===== src/rtl/rr_arb_burst_if.sv =====
// Request/grant bundle between contending masters and the round-robin burst arbiter.
// Handshake: a master raises arb_req[i] and holds it for its whole transfer; it owns the
// resource on every cycle where arb_gnt[i] is 1, and drops arb_req[i] to release it.
interface rr_arb_burst_if #(
    parameter int CH_NUM = 4
);
    localparam int ID_W = (CH_NUM > 1) ? $clog2(CH_NUM) : 1;

    logic              arb_en;
    logic [CH_NUM-1:0] arb_req;
    logic [CH_NUM-1:0] arb_gnt;
    logic [ID_W-1:0]   arb_gnt_id;
    logic              arb_gnt_vld;
    logic              arb_preempt;

    modport master (
        output arb_en, arb_req,
        input  arb_gnt, arb_gnt_id, arb_gnt_vld, arb_preempt
    );

    modport slave (
        input  arb_en, arb_req,
        output arb_gnt, arb_gnt_id, arb_gnt_vld, arb_preempt
    );
endinterface


===== src/rtl/rr_arb_burst.sv =====
// Registered round-robin arbiter with sticky grants and a per-owner burst limit.
// Search starts after the last granted channel; the last owner is always scanned last.
module rr_arb_burst #(
    parameter int CH_NUM    = 4,
    parameter int MAX_BURST = 16
) (
    input  logic             sys_clk,
    input  logic             sys_rst_n,
    rr_arb_burst_if.slave    arb,
    output logic             dbg_state
);
    localparam int ID_W = (CH_NUM > 1) ? $clog2(CH_NUM) : 1;
    // With no burst limit the counter simply parks at its maximum value.
    localparam logic [7:0] CNT_SAT = (MAX_BURST == 0) ? 8'hFF : 8'(MAX_BURST);

    typedef enum logic {S_IDLE = 1'b0, S_BUSY = 1'b1} state_e;

    state_e            state_q, state_d;
    logic [CH_NUM-1:0] gnt_q, gnt_d;
    logic              vld_q, vld_d;
    logic [ID_W-1:0]   gnt_id_q, gnt_id_d;
    logic [ID_W-1:0]   last_id_q, last_id_d;
    logic [7:0]        cnt_q, cnt_d;
    logic              preempt_q, preempt_d;

    logic              do_grant;
    logic [ID_W-1:0]   win_id;
    logic [CH_NUM-1:0] others;

    function automatic logic [ID_W-1:0] pick(input logic [CH_NUM-1:0] mask,
                                             input logic [ID_W-1:0]   last);
        logic [ID_W-1:0] idx;
        logic [ID_W-1:0] res;
        logic            found;
        idx   = last;
        res   = last;
        found = 1'b0;
        for (int i = 0; i < CH_NUM; i++) begin
            idx = (idx == ID_W'(CH_NUM - 1)) ? '0 : idx + ID_W'(1);
            if (!found && mask[idx]) begin
                res   = idx;
                found = 1'b1;
            end
        end
        return res;
    endfunction

    always_ff @(posedge sys_clk or negedge sys_rst_n) begin
        if (!sys_rst_n) begin
            state_q   <= S_IDLE;
            gnt_q     <= '0;
            vld_q     <= 1'b0;
            gnt_id_q  <= '0;
            last_id_q <= ID_W'(CH_NUM - 1);
            cnt_q     <= '0;
            preempt_q <= 1'b0;
        end else begin
            state_q   <= state_d;
            gnt_q     <= gnt_d;
            vld_q     <= vld_d;
            gnt_id_q  <= gnt_id_d;
            last_id_q <= last_id_d;
            cnt_q     <= cnt_d;
            preempt_q <= preempt_d;
        end
    end

    always_comb begin
        state_d   = state_q;
        gnt_d     = gnt_q;
        vld_d     = vld_q;
        gnt_id_d  = gnt_id_q;
        last_id_d = last_id_q;
        cnt_d     = cnt_q;
        preempt_d = 1'b0;
        do_grant  = 1'b0;
        // gnt_q is the owner's one-hot while busy, so it doubles as the owner mask.
        others    = arb.arb_req & ~gnt_q;
        win_id    = pick(arb.arb_req, last_id_q);

        case (state_q)
            S_IDLE: begin
                if (arb.arb_en && (|arb.arb_req)) do_grant = 1'b1;
            end
            S_BUSY: begin
                if (!(|(arb.arb_req & gnt_q))) begin
                    if (arb.arb_en && (|arb.arb_req)) begin
                        do_grant = 1'b1;
                    end else begin
                        state_d = S_IDLE;
                        gnt_d   = '0;
                        vld_d   = 1'b0;
                    end
                end else if ((MAX_BURST != 0) && (cnt_q == CNT_SAT) &&
                             arb.arb_en && (|others)) begin
                    do_grant  = 1'b1;
                    win_id    = pick(others, last_id_q);
                    preempt_d = 1'b1;
                end else if (cnt_q != CNT_SAT) begin
                    cnt_d = cnt_q + 8'd1;
                end
            end
            default: state_d = S_IDLE;
        endcase

        if (do_grant) begin
            state_d   = S_BUSY;
            gnt_d     = CH_NUM'(1) << win_id;
            vld_d     = 1'b1;
            gnt_id_d  = win_id;
            last_id_d = win_id;
            cnt_d     = 8'd1;
        end
    end

    assign arb.arb_gnt     = gnt_q;
    assign arb.arb_gnt_vld = vld_q;
    assign arb.arb_gnt_id  = gnt_id_q;
    assign arb.arb_preempt = preempt_q;
    assign dbg_state       = (state_q == S_BUSY);
endmodule


===== src/flat_wrapper.sv =====
// flat-port wrapper written by rule: the top's interface ports become plain ports
module rr_arb_burst_flat 
#(
    parameter int CH_NUM    = 4,
    parameter int MAX_BURST = 16
)
  (sys_clk, sys_rst_n, dbg_state, arb_arb_en, arb_arb_req, arb_arb_gnt, arb_arb_gnt_id, arb_arb_gnt_vld, arb_arb_preempt);
  rr_arb_burst_if #(.CH_NUM(CH_NUM)) arb_i ();
  input  logic sys_clk;
  input  logic sys_rst_n;
  output logic dbg_state;
  input wire logic [$bits(arb_i.arb_en)-1:0] arb_arb_en;
  input wire logic [$bits(arb_i.arb_req)-1:0] arb_arb_req;
  output wire logic [$bits(arb_i.arb_gnt)-1:0] arb_arb_gnt;
  output wire logic [$bits(arb_i.arb_gnt_id)-1:0] arb_arb_gnt_id;
  output wire logic [$bits(arb_i.arb_gnt_vld)-1:0] arb_arb_gnt_vld;
  output wire logic [$bits(arb_i.arb_preempt)-1:0] arb_arb_preempt;
  assign arb_i.arb_en = arb_arb_en;
  assign arb_i.arb_req = arb_arb_req;
  assign arb_arb_gnt = arb_i.arb_gnt;
  assign arb_arb_gnt_id = arb_i.arb_gnt_id;
  assign arb_arb_gnt_vld = arb_i.arb_gnt_vld;
  assign arb_arb_preempt = arb_i.arb_preempt;
  rr_arb_burst #(.CH_NUM(CH_NUM), .MAX_BURST(MAX_BURST)) u_core (.sys_clk(sys_clk), .sys_rst_n(sys_rst_n), .arb(arb_i), .dbg_state(dbg_state));
endmodule

===== config.mk =====
export PLATFORM = sky130hd
export DESIGN_NAME = rr_arb_burst_flat
export DESIGN_NICKNAME = d
export VERILOG_FILES = /design/src/rtl/rr_arb_burst_if.sv /design/src/rtl/rr_arb_burst.sv /design/src/flat_wrapper.sv
export SDC_FILE = /design/constraint.sdc
export NUM_CORES = 1
export LEC_CHECK = 0
export CAP_MARGIN = 0
export CORE_ASPECT_RATIO = 1.75
export CORE_MARGIN = 3
export CORE_UTILIZATION = 45
export DETAILED_ROUTE_END_ITERATION = 6
export PLACE_DENSITY = 0.66
export REMOVE_ABC_BUFFERS = 1
export SLEW_MARGIN = 10
export SYNTH_ARGS = -nofsm -noshare
export SYNTH_HDL_FRONTEND = slang
export SYNTH_SLANG_ARGS = --single-unit

===== constraint.sdc =====
create_clock -name sys_clk -period 3.4 [get_ports sys_clk]
set_input_delay 0.34 -clock sys_clk [delete_from_list [all_inputs] [get_ports sys_clk]]
set_output_delay 0.34 -clock sys_clk [all_outputs]
set_load 0.03 [all_outputs]

==> impl_metrics.toml <==
[logic_synthesis]
mappedNetlistArea_um2 = 1530
synth-adder-area-share_pct = 2.45
syn_inst = 172
yosys_warnings = 0
synth-simple-area-share_pct = 28.1
postSynthAreaPerCell_um2 = 8.89
async_reset_ff_share_pct = 100
synth_compound_area_share_pct = 24.4
yosysMostFrequentCell = "sky130_fd_sc_hd__nand2_1"
post_synth_xor_area_fraction_pct = 4.01
area_contributors_post_synth = "sky130_fd_sc_hd__dfrtp_1, sky130_fd_sc_hd__nand2_1, sky130_fd_sc_hd__xor2_1"
synth_top_area_cell = "sky130_fd_sc_hd__dfrtp_1"
yosys-top-cells-count = "sky130_fd_sc_hd__nand2_1, sky130_fd_sc_hd__dfrtp_1, sky130_fd_sc_hd__o21ai_0"
synth_cell_type_count = 54
synth-seq-area-share_pct = 31.3
synth.mux.area_fraction_pct = 4.91
synth-edff-count = 0
synthesized_flop_and_latch_total = 19
synthDominantCellAreaShare_pct = 27.8
main_combinational_cell_family_by_area_after_synthesis = "simple AND/OR/NAND/NOR gates"
synth_ff_type = "sky130_fd_sc_hd__dfrtp_1"

[detailed_routing]
routed_wire_length_per_instance_um = 16.9
detail_route.drc_violations = 0
detail_route.wirelength.met1_mm = 1.51
drtIter0Drc = 56
dr.max_layer_used = "met4"
route.detailed.vias_per_inst = 6.23
wl_met3_um = 103
vias = 1414
ant_nets = 0
drt_pre_antenna_iters = 4
wirelength_mm = 3.83
met2_length_mm = 2.06

[clock_tree]
clock-sinks = 19
clkSlewWorstSetupHoldPaths_ps = 70
cts_hold_buf = 0
post_cts_setup_repair_bufs = 0
cts_tree = "done"
cts_inserted_buffers = 3
post_cts.resized_instances = 0
ctsLongestPathBuffers = 2
number_of_h_tree_branching_levels = 1
cts.root.buffer_cell = "sky130_fd_sc_hd__clkbuf_8"
insertion_delay_ps = 250

[setup_path]
worst_path_cell_chain = "ha_1, mux4_2, nor3_2, a41o_1, nor3_2, or2_1, a32o_1"
critical_path_peak_fanout = 18
worst_setup_path_end_kind = "flop"
worst-endpoint-arrival_ps = 3080
worstReg2RegStart = "u_core.last_id_q[0]$_DFFE_PN1N_"
worst-setup-path-type = "flop to flop"
cp_slowest_cell = "sky130_fd_sc_hd__dfstp_2"
slowest_delay_ps = 760
path_buf_inv = 0
rrSetupSlack_ps = 470
reg2reg_depth = 7
crit_family = "flip-flops"
crit_path_frequent_cell = "sky130_fd_sc_hd__nor3_2"
start_kind = "flop"
critical_path.reg2reg.endpoint = "u_core.arb.arb_gnt[1]$_DFFE_PN0P_"
worst-endpoint-required_ps = 3550

[timing]
layout_worst_path_cycle_share_pct = 86.2
timing_hold_violations_final = 0
finalHoldWorstSlack_ps = 493
slew_headroom_pct = 42.5
max_clock_freq_mhz = 341
tns_ps = 0
grt_setup_unrepaired = "no"
slew_worst_pin_ps = 859
post-route-min-period_ps = 2930
maxSlewViolCount = 0
clock-skew-final_ps = 1.22
report.final.setup_viol = 0

[floorplan]
row_count = 27
start_util_pct = 47.6
placeableCoreArea_um2 = 3210
die_w_um = 50.1
fp.dieH_um = 83.1
design.portCount = 16
design.die.area_um2 = 4160

[pwr]
p_total_mw = 1.67
combinationalPowerShare_pct = 66.9
powerDensity_nw_per_um2 = 967
leakage_nw = 0.706
net_switching_power_uw = 824
power.ir.vdd_worst_v = 0.000485
p_sw_share_pct = 49.2
power.clock.fraction_pct = 9.4
internal_power_uw = 849
pwr-share-seq_pct = 23.7

[min_path]
min_delay_worst_endpoint = "u_core.arb.arb_gnt_vld$_DFFE_PN0P_"
hold_path_class = "flop to flop"
worstHoldStart = "u_core.arb.arb_gnt_vld$_DFFE_PN0P_"
holdPathStages = 2

[finish]
layout-drive-gt1-share_pct = 11.4
syn2layout_area_growth_pct = 13.2
final.fill_count = 308
final_nets = 195
antenna-diode-count = 0

[run_status]
result_of_the_run = "finished clean"

[global_routing]
first_global_vias = 1422
antenna_violations_before_repair = 0
grt_overflow_total = 0
maximum_number_of_pins_on_one_net_before_global_route_repair = 20
grt_util_all_layers_pct = 19.8
wire_length_of_the_first_global_routing_pass_mm = 6.57

[placement]
port_buffers = 15
dpl.hpwl_mm = 2.95
finalWeightedCongestion = 0.966

[job]
max_cap_viol_count = 0
cells by family after synthesis:
logic type / Yosys count
AND/OR/NAND/NOR: 73
multiplexers: 5
adder cells (fa/ha/maj): 3
AO/OA/AOI/OAI: 52
XOR/XNOR: 7
buffers and inverters: 13
flip-flops: 19
area by class of cell:
class	count	area, um^2	area share (%)
sequential	19	478	27.6
clock inverter	1	5.00	0.289
inverter	5	18.8	1.08
timing repair buffer	16	158	9.11
multi-input combinational	140	976	56.4
clock buffer	3	41.3	2.39
tap	43	53.8	3.11
how the worst max path moves through the flow:
stage,start,to,slack [ps],cells after the start
after floorplan,u_core.last_id_q[0]$_DFFE_PN1N_,u_core.arb.arb_gnt[0]$_DFFE_PN0P_,560,7
after global placement,arb_arb_req[1],u_core.arb.arb_gnt[3]$_DFFE_PN0P_,550,8
after detailed placement,u_core.last_id_q[0]$_DFFE_PN1N_,u_core.arb.arb_gnt[1]$_DFFE_PN0P_,500,7
after CTS,u_core.last_id_q[0]$_DFFE_PN1N_,u_core.arb.arb_gnt[1]$_DFFE_PN0P_,490,7
after global routing,u_core.last_id_q[0]$_DFFE_PN1N_,u_core.arb.arb_gnt[1]$_DFFE_PN0P_,330,7
final,u_core.last_id_q[0]$_DFFE_PN1N_,u_core.arb.arb_gnt[1]$_DFFE_PN0P_,470,7
state kept, by name (all words and copies together) (netlist names):
signal                  count
u_core.arb.arb_gnt_vld      1
u_core.arb.arb_gnt          4
u_core.arb.arb_gnt_id       2
u_core.last_id_q            2
u_core.dbg_state            1
u_core.arb.arb_preempt      1
u_core.cnt_q                8
layer usage:
metal	vias up	GRT usage, %
met1	698	21.4
li1	672	-
met3	15	2.33
met2	29	35.4
met5	-	0
met4	0	11.1
stage by stage:
step	area, um^2	setup WS [ps]	cells	util (%)
2_1_floorplan	1470	562	164	-
3_3_place_gp	1680	552	223	52.5
3_5_place_dp	1680	500	223	52.5
4_1_cts	1730	493	227	53.9
5_1_grt	1730	330	227	53.9
6_report	1730	468	227	53.9
placed cells by master, fill, tap and decap left out, drive strengths merged, types with 4 or more instances in the layout:
cell           Yosys  layout
o21ai             11      11
inv                5       5
nor2b              6       6
dfrtp             17      17
a21oi             10      10
nand4              7       7
nand2             19      19
a22o               4       4
nor2              10      10
nor3               5       5
nand2b             5       5
clkdlybuf4s50      0      15
xor2               7       7
nand3              8       8
power by group through the flow:
stage | logic (mW) | registers (mW) | clock network [mW]
2_1_floorplan | 0.784 | 0.436 | 0
3_3_place_gp | 1.09 | 0.394 | 0
3_5_place_dp | 1.11 | 0.398 | 0
4_1_cts | 1.12 | 0.394 | 0.158
5_1_grt | 1.23 | 0.407 | 0.170
6_report | 1.12 | 0.396 | 0.157
worst register-to-register path, stage by stage, from the launching register on:
cell                      delay (ps)
sky130_fd_sc_hd__dfstp_2         760
sky130_fd_sc_hd__ha_1            420
sky130_fd_sc_hd__mux4_2          600
sky130_fd_sc_hd__nor3_2          280
sky130_fd_sc_hd__a41o_1          220
sky130_fd_sc_hd__nor3_2           50
sky130_fd_sc_hd__or2_1           240
sky130_fd_sc_hd__a32o_1          240
No activity file was read; power rests on OpenSTA's default activity.
